File: src/rtl/usb_pkg.sv
// Shared constants and state type for the USB full-speed transmit path.
package usb_pkg;

    localparam logic [1:0] PKT_NONE  = 2'b00;
    localparam logic [1:0] PKT_DATA0 = 2'b01;
    localparam logic [1:0] PKT_NAK   = 2'b10;
    localparam logic [1:0] PKT_ACK   = 2'b11;

    localparam logic [7:0] SYNC_BYTE = 8'h80;
    localparam logic [7:0] PID_ACK   = 8'hD2;
    localparam logic [7:0] PID_NAK   = 8'h5A;
    localparam logic [7:0] PID_DATA0 = 8'hC3;

    localparam logic [15:0] CRC_POLY = 16'h8005;
    localparam logic [15:0] CRC_INIT = 16'hFFFF;

    localparam logic [6:0] MAX_PAYLOAD = 7'd64;

    typedef enum logic [2:0] {
        IDLE, SYNC, PID, DATA, CRC_LO, CRC_HI, EOP_SE0, EOP_J
    } tx_state_t;

    function automatic logic [15:0] reflect16(input logic [15:0] v);
        logic [15:0] r;
        r = '0;
        for (int unsigned i = 0; i < 16; i++) r[i] = v[15 - i];
        return r;
    endfunction

    function automatic logic [7:0] pid_for(input logic [1:0] pkt);
        case (pkt)
            PKT_ACK:   return PID_ACK;
            PKT_NAK:   return PID_NAK;
            default:   return PID_DATA0;
        endcase
    endfunction

endpackage

File: src/rtl/usb_crc16.sv
// Serial CRC16, LSB-first (shift-right form of polynomial 0x8005).
module usb_crc16
    import usb_pkg::*;
(
    input  logic        clk,
    input  logic        rst,
    input  logic        clear,
    input  logic        enable,
    input  logic        bit_in,
    output logic [15:0] crc
);

    localparam logic [15:0] POLY_REF = reflect16(CRC_POLY);

    always_ff @(posedge clk or posedge rst) begin
        if (rst)
            crc <= CRC_INIT;
        else if (clear)
            crc <= CRC_INIT;
        else if (enable)
            crc <= (crc >> 1) ^ ((crc[0] ^ bit_in) ? POLY_REF : '0);
    end

endmodule

File: src/rtl/usb_tx_encoder.sv
// USB full-speed handshake/DATA0 transmitter: SYNC, PID, payload, CRC16,
// bit stuffing, NRZI line coding and EOP generation.
module usb_tx_encoder
    import usb_pkg::*;
#(
    parameter int CLKS_PER_BIT = 4
) (
    input  logic       clk,
    input  logic       rst,
    input  logic [1:0] TX_Packet,
    input  logic [6:0] TX_Packet_Data_Size,
    input  logic [7:0] TX_Packet_Data,
    output logic       Get_TX_Packet_Data,
    output logic       Dplus_Out,
    output logic       Dminus_Out,
    output logic       TX_Done
);

    localparam int TW = (CLKS_PER_BIT > 1) ? $clog2(CLKS_PER_BIT) : 1;
    localparam logic [TW-1:0] LAST_TICK = TW'(CLKS_PER_BIT - 1);

    tx_state_t     state, nstate;
    logic [1:0]    pkt;
    logic [6:0]    bytes_left, pulses_left;
    logic [2:0]    bit_idx, nidx, ones;
    logic [TW-1:0] timer;
    logic [7:0]    cur_byte, next_byte, data_byte, pid_byte;
    logic          get_d, line_j, nbit, stuff, last, boundary;
    logic          crc_en, crc_clr;
    logic [15:0]   crc;
    logic [6:0]    req_size;

    usb_crc16 u_crc (
        .clk    (clk),
        .rst    (rst),
        .clear  (crc_clr),
        .enable (crc_en),
        .bit_in (nbit),
        .crc    (crc)
    );

    // state/bit_idx describe the bit currently on the line; the comb block
    // picks what goes out at the next bit boundary.
    always_comb begin
        stuff    = (ones == 3'd6) && (state inside {SYNC, PID, DATA, CRC_LO, CRC_HI});
        last     = (bit_idx == 3'd7);
        nstate   = state;
        nidx     = bit_idx + 3'd1;
        pid_byte = pid_for(pkt);
        req_size = (TX_Packet_Data_Size > MAX_PAYLOAD) ? MAX_PAYLOAD : TX_Packet_Data_Size;
        case (state)
            SYNC:    if (last) nstate = PID;
            PID:     if (last) nstate = (pkt != PKT_DATA0) ? EOP_SE0 :
                                        (bytes_left != '0) ? DATA : CRC_LO;
            DATA:    if (last) nstate = (bytes_left == '0) ? CRC_LO : DATA;
            CRC_LO:  if (last) nstate = CRC_HI;
            CRC_HI:  if (last) nstate = EOP_SE0;
            EOP_SE0: if (bit_idx == 3'd1) begin
                         nstate = EOP_J;
                         nidx   = '0;
                     end
            default: nstate = IDLE;
        endcase
        data_byte = (nidx == 3'd0) ? next_byte : cur_byte;
        case (nstate)
            SYNC:    nbit = SYNC_BYTE[nidx];
            PID:     nbit = pid_byte[nidx];
            DATA:    nbit = data_byte[nidx];
            CRC_LO:  nbit = ~crc[{1'b0, nidx}];
            CRC_HI:  nbit = ~crc[{1'b1, nidx}];
            default: nbit = 1'b1;
        endcase
        boundary = (state != IDLE) && (timer == LAST_TICK);
        crc_en   = boundary && !stuff && (nstate == DATA);
        crc_clr  = (state == IDLE) && (TX_Packet != PKT_NONE);
    end

    always_ff @(posedge clk or posedge rst) begin
        if (rst) begin
            state              <= IDLE;
            pkt                <= PKT_NONE;
            bytes_left         <= '0;
            pulses_left        <= '0;
            bit_idx            <= '0;
            ones               <= '0;
            timer              <= '0;
            cur_byte           <= '0;
            next_byte          <= '0;
            get_d              <= 1'b0;
            line_j             <= 1'b1;
            Get_TX_Packet_Data <= 1'b0;
            Dplus_Out          <= 1'b1;
            Dminus_Out         <= 1'b0;
            TX_Done            <= 1'b0;
        end else begin
            get_d              <= Get_TX_Packet_Data;
            Get_TX_Packet_Data <= 1'b0;
            if (get_d) next_byte <= TX_Packet_Data;
            if (state == IDLE) begin
                TX_Done <= 1'b0;
                timer   <= '0;
                if (TX_Packet != PKT_NONE) begin
                    // First SYNC bit goes out immediately, coded from idle J.
                    pkt        <= TX_Packet;
                    bytes_left <= req_size;
                    state      <= SYNC;
                    bit_idx    <= '0;
                    ones       <= '0;
                    line_j     <= SYNC_BYTE[0];
                    Dplus_Out  <= SYNC_BYTE[0];
                    Dminus_Out <= ~SYNC_BYTE[0];
                end
            end else begin
                timer   <= timer + TW'(1);
                TX_Done <= (state == EOP_J) && (int'(timer) == CLKS_PER_BIT - 2);
                if (boundary) begin
                    timer <= '0;
                    if (state == EOP_J) begin
                        state   <= IDLE;
                        TX_Done <= 1'b0;
                    end else if (stuff) begin
                        ones       <= '0;
                        line_j     <= ~line_j;
                        Dplus_Out  <= ~line_j;
                        Dminus_Out <= line_j;
                    end else begin
                        state   <= nstate;
                        bit_idx <= nidx;
                        if (nstate == EOP_SE0) begin
                            ones       <= '0;
                            Dplus_Out  <= 1'b0;
                            Dminus_Out <= 1'b0;
                        end else if (nstate == EOP_J) begin
                            line_j     <= 1'b1;
                            Dplus_Out  <= 1'b1;
                            Dminus_Out <= 1'b0;
                            TX_Done    <= (CLKS_PER_BIT == 1);
                        end else begin
                            ones       <= nbit ? ones + 3'd1 : '0;
                            line_j     <= nbit ? line_j : ~line_j;
                            Dplus_Out  <= nbit ? line_j : ~line_j;
                            Dminus_Out <= nbit ? ~line_j : line_j;
                        end
                        // Each byte fetch is issued a full byte ahead of its use.
                        if (nstate == PID && nidx == 3'd0 && pkt == PKT_DATA0 &&
                            bytes_left != '0) begin
                            Get_TX_Packet_Data <= 1'b1;
                            pulses_left        <= bytes_left - 7'd1;
                        end
                        if (nstate == DATA && nidx == 3'd0) begin
                            cur_byte   <= next_byte;
                            bytes_left <= bytes_left - 7'd1;
                            if (pulses_left != '0) begin
                                Get_TX_Packet_Data <= 1'b1;
                                pulses_left        <= pulses_left - 7'd1;
                            end
                        end
                    end
                end
            end
        end
    end

endmodule

File: config.mk
export PLATFORM = sky130hd
export DESIGN_NAME = usb_tx_encoder
export DESIGN_NICKNAME = d
export VERILOG_FILES = /design/src/rtl/usb_pkg.sv /design/src/rtl/usb_crc16.sv /design/src/rtl/usb_tx_encoder.sv
export SDC_FILE = /design/constraint.sdc
export NUM_CORES = 1
export LEC_CHECK = 0
export ABC_AREA = 1
export CELL_PAD_IN_SITES_DETAIL_PLACEMENT = 0
export CELL_PAD_IN_SITES_GLOBAL_PLACEMENT = 2
export CORE_ASPECT_RATIO = 1.4
export CORE_UTILIZATION = 32
export DETAILED_ROUTE_END_ITERATION = 6
export PLACE_DENSITY_LB_ADDON = 0.12
export SETUP_SLACK_MARGIN = 0.05
export SLEW_MARGIN = 20
export SYNTH_ARGS = -nofsm -noshare
export SYNTH_HDL_FRONTEND = slang
export SYNTH_SLANG_ARGS = --single-unit
File: constraint.sdc
create_clock -name clk -period 2.07 [get_ports clk]
set_input_delay 0.414 -clock clk [delete_from_list [all_inputs] [get_ports clk]]
set_output_delay 0.414 -clock clk [all_outputs]
set_load 0.1 [all_outputs]
-- Yosys cells after proc, flatten, opt, wreduce, memory -nomap -nowiden
Memories as Yosys holds them, arrays and structs flattened.
Cells that the tools add are included.
- add/subtract/negate cells: 5
- $lt $le $gt $ge: 4
- equal/unequal tests: 29
- multiplexer cells: 90
- bitwise logic cells: 8
- reductions and logical operators: 31
- operator list (kind ; number):
    3-bit 2-to-1 mux ; 28
    7-bit 2-to-1 mux ; 10
    16-bit 2-to-1 mux ; 3
    1-bit 2-to-1 mux ; 39
    3-bit == test (second input constant) ; 10
    3-bit one-hot mux with 6 select lines ; 1
    8-bit one-hot mux with 2 select lines ; 1
    4-bit AND reduction ; 4
    15-bit by 16-bit bitwise XOR with 16-bit output ; 1
    7-bit nonzero test ; 2
    7-bit by 1-bit subtractor with 7-bit output (second input constant) ; 2
    1-bit binary-select mux with 3-bit select ; 4
    3-bit by 2-bit == test with 1-bit output (second input constant) ; 4
    1-bit logical AND ; 10
    5-bit AND reduction ; 2
    3-bit by 1-bit == test with 1-bit output (second input constant) ; 3
    2-bit == test (second input constant) ; 4
    8-bit 2-to-1 mux ; 1
    2-bit nonzero test ; 4
    7-bit > comparator (second input constant) ; 1
    7-bit logical NOT ; 1
    3-bit by 1-bit adder with 3-bit output (second input constant) ; 2
    3-bit logical NOT ; 2
    2-bit by 1-bit != test with 1-bit output (second input constant) ; 3
    other kinds (18) ; 25
- flip-flop bits (word level): 65
- memory bits (read-only): 8
- input port bits: 19
- output and inout port bits: 4
- logic and storage cells: 184
- memories: 1
- memories (memory ; words ; width ; read ports ; clocked after Yosys merged registers in ; wr ports ; RTL line ; source):
    (no name shown) ; 8 ; 1 ; 1 ; 0 ; 0 ; usb_tx_encoder.sv:66 ; SYNC: nbit = SYNC_BYTE[nidx];

-- Depth between registers and ports, before layout
- word-level depth: 16
- depth in mapped cells: 18
- mapped depth without buffers: 17

-- Cells and area by module
From an unflattened synthesis, not the netlist that was laid out.
- cell total of the unflattened synthesis: 508
- area total of the unflattened synthesis: 3982.6 sq um
- by module, submodules not included (module ; instances ; cells each ; area each (sq um) ; sequential area each (sq um)):
    usb_tx_encoder ; 1 ; 440 ; 3231.8 ; 1228.7
    usb_crc16 ; 1 ; 68 ; 750.7 ; 420.4

-- Worst setup path after synthesis
No wires, ideal clock.
- path type: register to register
- start point: register bit_idx[0]
- end point: register pulses_left[5]
- setup time: 0.124 ns
- arrival time: 2.037 ns
- data required time: 1.946 ns
- slack: -0.091 ns
- stages on the path, launching flop included: 15
- buffers on the path: 0
- clock period less this slack: 2.161 ns
- cells stage by stage: dfrtp_1 ha_1 ha_1 nand3_1 nand2_1 nor2_1 nand2_1 nor2_2 nand3_2 nor3_4 inv_2 nand2_1 o211ai_1 o211ai_1 nand2_1
- word-level cells in the longest chain between the ends: 10
- elaborated cells between the ends (all ways): 22
- those cells by class: add/sub (1); eq/ne (4); mux (12); reduce/logical (5)
- ends and longest elaborated chain (element ; RTL line ; source):
    start, declared ; usb_tx_encoder.sv:25 ; logic [2:0] bit_idx, nidx, ones;
    start signal, assigned ; usb_tx_encoder.sv:128 ; bit_idx <= nidx;
    3-bit by 1-bit adder with 3-bit output, or another cell as far along ; usb_tx_encoder.sv:48 ; nidx = bit_idx + 3'd1;
    3-bit 2-to-1 mux, or another cell as far along ; usb_tx_encoder.sv:58 ; EOP_SE0: if (bit_idx == 3'd1) begin
    3-bit 2-to-1 mux / 3-bit one-hot mux with 6 select lines (equally long branches) ; usb_tx_encoder.sv:51 ; case (state)
    3-bit logical NOT / 3-bit by 2-bit == test with 1-bit output (equally long branches) ; usb_tx_encoder.sv:145, usb_tx_encoder.sv:150 ;
    1-bit logical AND (3 in a row) ; usb_tx_encoder.sv:145 ; if (nstate == PID && nidx == 3'd0 && pkt == PKT_DATA0 &&
    7-bit 2-to-1 mux ; usb_tx_encoder.sv:145 ;
    7-bit 2-to-1 mux ; usb_tx_encoder.sv:153 ; if (pulses_left != '0) begin
    7-bit 2-to-1 mux (*) ; usb_tx_encoder.sv:150 ; if (nstate == DATA && nidx == 3'd0) begin
    end signal, assigned ; usb_tx_encoder.sv:148 ; pulses_left <= bytes_left - 7'd1;
    end signal, assigned ; usb_tx_encoder.sv:155 ; pulses_left <= pulses_left - 7'd1;
    end, declared ; usb_tx_encoder.sv:24 ; logic [6:0] bytes_left, pulses_left;
Mark *: on every way between the ends. The rest lies on a longest branch, timed or not.
A chain may end at the register's enable or synchronous reset.

-- Final worst setup path
- start point: register bit_idx[1]
- end point: register u_crc.crc[0]
- word-level cells in the longest chain between the ends: 13
- elaborated cells between the ends (all ways): 39
- those cells by class: add/sub (1); eq/ne (7); mux (23); bitwise (4); reduce/logical (3); memory (1)
- ends and longest elaborated chain (element ; RTL line ; source):
    3-bit by 1-bit adder with 3-bit output / 3-bit by 1-bit == test with 1-bit output (equally long branches) ; usb_tx_encoder.sv:48, usb_tx_encoder.sv:58 ;
    3-bit 2-to-1 mux ; usb_tx_encoder.sv:58 ;
    3-bit 2-to-1 mux ; usb_tx_encoder.sv:51 ;
    3-bit logical NOT ; usb_tx_encoder.sv:64 ; data_byte = (nidx == 3'd0) ? next_byte : cur_byte;
    8-bit 2-to-1 mux ; usb_tx_encoder.sv:64 ;
    1-bit binary-select mux with 3-bit select ; usb_tx_encoder.sv:68 ; DATA: nbit = data_byte[nidx];
    1-bit 2-to-1 mux (implied by the code) ; usb_tx_encoder.sv:68 ;
    1-bit one-hot mux with 5 select lines ; usb_tx_encoder.sv:65 ; case (nstate)
    1-bit bitwise XOR ; usb_crc16.sv:21 ; crc <= (crc >> 1) ^ ((crc[0] ^ bit_in) ? POLY_REF : '0);
    16-bit 2-to-1 mux ; usb_crc16.sv:21 ;
    15-bit by 16-bit bitwise XOR with 16-bit output ; usb_crc16.sv:21 ;
    16-bit 2-to-1 mux ; usb_crc16.sv:20 ; else if (enable)
    16-bit 2-to-1 mux ; usb_crc16.sv:18 ; else if (clear)
    end signal, assigned ; usb_crc16.sv:21 ;
    end, declared ; usb_crc16.sv:10 ; output logic [15:0] crc
Parallel ways exist; a longest one is shown, timed or not. The select of a mux whose other input is x is not followed.

==> flow_metrics.tcl <==
set metrics [dict create \
    clock_skew_ns 0.00799 \
    root_buffer "clkbuf_16" \
    cp_max_fo 3 \
    synth.mux.area_fraction_pct 0 \
    final.period_utilization_pct 108 \
    cp_top_family "simple AND/OR/NAND/NOR gates" \
    core_area_sq_um 11800 \
    sw_frac_of_total_pct 40.3 \
    grt_pass1_wl_mm 17.5 \
    ys_ff_latch 65 \
    synth-simple-area-share_pct 27.8 \
    avgSynthCellArea_sq_um 7.71 \
    pin_count 23 \
    max_slew_margin_pct 68.8 \
    final_antenna_net_count 0 \
    synth_cells 503 \
    synth_area_sq_um 3880 \
    critical_path_arrival_ns 2.48 \
    avgRoutedWirePerCell_um 13.9 \
    p_leak_nw 2.62 \
    max_stage_delay_ns 0.40 \
    grtUsageTotal_pct 18.2 \
    dieArea_sq_um 12600 \
    outcome "finished, violations left" \
    synth_top_family_by_area "simple AND/OR/NAND/NOR gates" \
    synth-xor-area-share_pct 2.03 \
    hold_class "flip-flop to flip-flop" \
    required_ns 2.33 \
    layout-drive-gt1-share_pct 33.3 \
    die_w_um 95.1 \
    cts-htree-levels 3 \
    synthFlopType "dfrtp_1" \
    antenna_found_initial 0 \
    synthArstFlopShare_pct 100 \
    synth.most_common_cell "nand2_1" \
    critPathSlowestCell "dfrtp_1" \
    peakVddDrop_uv 683 \
    synth_top_area_share_pct 30.3 \
    rows 47 \
    vias 3516 \
    syn_nets 532 \
    cts_buffer_depth 2 \
    nets 628 \
    synth_compound_area_share_pct 14.5 \
    ys_top_cells_by_count "nand2_1, inv_1, dfrtp_1, nand3_1, nor2_1" \
    place_area_sq_um 4780 \
    setup_tns_ns -2.83 \
    first_global_vias 3562 \
    setup_ws_ns -0.156 \
    maxCapViolCount 0 \
    path_class "flip-flop to flip-flop" \
    pwr-share-seq_pct 24.8 \
    final.min_clock_period_ns 2.23 \
    synth_warnings 0 \
    gp_congestion 0.818 \
    p_sw_w 0.00274 \
    clk_pin_slew_worst_paths_ns 0.06 \
    ys_types 39 \
    path_cells "inv_2 > ha_2 > inv_1 > buf_4 > o21ai_4 > buf_4 > nand3_2 > a21oi_2 > nand2_2 > nand3_4 > nand4_1 > nand2_2 > nand2_1 > nand3_1 > nand2_1" \
    cts_tree "yes" \
    drt-vias-per-instance 4.69 \
    hold_buffers 0 \
    seq_area_frac_synth_pct 42.5 \
    areaGrowthSynthToFinish_pct 40.2 \
    clock_sinks 65 \
    hold_viol_final 0 \
    p_int_w 0.00406 \
    drtIter0Drc 121 \
    power_frac_clock_pct 23.8 \
    dp_hpwl_mm 7.70 \
    power.density_nw_per_um2 1250 \
    combPwrFrac_pct 51.5 \
    grt_max_degree 66 \
    wl_mm 10.4 \
    start_kind "flip-flop" \
    synth_adder_area_share_pct 3.22 \
    fp.dieH_um 132 \
    stdcell_area_sq_um 5440 \
    setup_viol 45 \
    crit_buf_inv 4 \
    synth_edf_count 0 \
    numCtsBuffers 9 \
    port_buffers 22 \
    fin_util_pct 46.0 \
    drcViolationCount 0 \
    grt_overflow 0 \
    finalMaxSlewViolations 0 \
    fmax_mhz 449 \
    tightest_slew_ns 0.464 \
    clk_latency_ns 0.33 \
    cp-end-kind "flip-flop" \
    violations "setup timing" \
    antenna_cells 0 \
    firstDrtPassIters 6 \
    dp_slack_ns -0.342 \
    start_util_pct 32.8 \
    synthTopCellsByArea "dfrtp_1, dfstp_2, nand2_1" \
    fin_hold_ws_ns 0.383 \
    yosys.area.top_type "dfrtp_1" \
    rsz0062_at_grt "true" \
]
[worst paths after layout]
| check | start | end | slack, ns | cells past startpoint |
|---|---|---|---|---|
| min in group asynchronous | rst | Get_TX_Packet_Data | 0.46 | 3 |
| setup / recovery | bit_idx[1] | u_crc.crc[0] | -0.16 | 15 |
| max in group asynchronous | rst | line_j | 1.26 | 3 |
| setup reg to reg | bit_idx[1] | u_crc.crc[0] | -0.16 | 15 |
| hold / removal | Get_TX_Packet_Data | get_d | 0.38 | 0 |
| hold reg to reg | Get_TX_Packet_Data | get_d | 0.38 | 0 |
[cell families after synthesis]
logic type                 count (synthesis)
and+or+nand+nor                          236
xor gates and xnor gates                   9
AOI/OAI and AO/OA                         89
DFF                                       65
adders and majority gates                 10
buffers and inverters                     94
[registers in the layout (all words and copies together) (netlist names), 2 cells and up]
register	cells
pulses_left	7
ones	3
bit_idx	3
next_byte	8
timer	2
pkt	2
cur_byte	8
state	3
bytes_left	7
u_crc.crc	16
[metal layers]
metal	wire, um	global-route usage [%]	vias to the layer above
met1	4440	21.6	1639
met2	5550	31.5	36
li1	-	-	1827
met3	198	3.58	14
met5	0	0	-
met4	222	6.73	0
[per-stage QoR]
stage,instances,power [W]
4_1_cts,747,0.00672
3_5_place_dp,726,0.00480
3_3_place_gp,726,0.00479
6_report,750,0.00680
5_1_grt,750,0.00733
2_1_floorplan,503,0.00364
[placed cells by master, fill, tap and decap left out, types with 3 or more instances in the layout]
cell type        netlist  routed
a21oi_1                8       6
a22oi_1               14      14
buf_12                 0       4
buf_4                  3      72
buf_6                  2       4
clkbuf_16              0       9
clkdlybuf4s50_1        0      18
dfrtp_1               47      46
dfstp_2               18      18
ha_1                  10       6
ha_4                   0       3
inv_1                 72      63
inv_2                  8      17
nand2_1              119     112
nand2_2               11      13
nand2_4                1       5
nand3_1               41      33
nand3_2                5       8
nand3_4                0       5
nand4_1                4       4
nor2_1                39      24
nor2_2                 4      11
nor2_4                 3      11
nor3_1                 5       5
o211ai_1               6       6
o21ai_0               24      19
o21ai_1               17      20
o21ai_2                2       3
o22ai_1                9       9
xnor2_1                3       3
xor2_1                 6       6
[layout make-up]
cell class	instances	area, sq um
clock buffers	12	246
flip-flops and latches	65	1650
repair buffers	98	846
clock inverters	3	65.1
fillers	1193	6380
multi-input cells	344	2140
inverters	80	300
well taps	147	184
repair inverters	1	7.51
[power by group through the flow]
| stage | Sequential (W) | Combinational, W | Clock [W] |
|---|---|---|---|
| after floorplan | 0.00180 | 0.00184 | 0 |
| after global placement | 0.00167 | 0.00311 | 0 |
| after detailed placement | 0.00168 | 0.00312 | 0 |
| after CTS | 0.00167 | 0.00338 | 0.00167 |
| after global routing | 0.00172 | 0.00389 | 0.00172 |
| final | 0.00168 | 0.00350 | 0.00162 |
[repair_timing]
action	CTS	global route
resized for setup	46	31
pin swaps	17	18
setup endpoints to repair	45	48
cloned	1	0
setup buffers	5	3
Note: power is estimated with default switching activity, not from simulation.
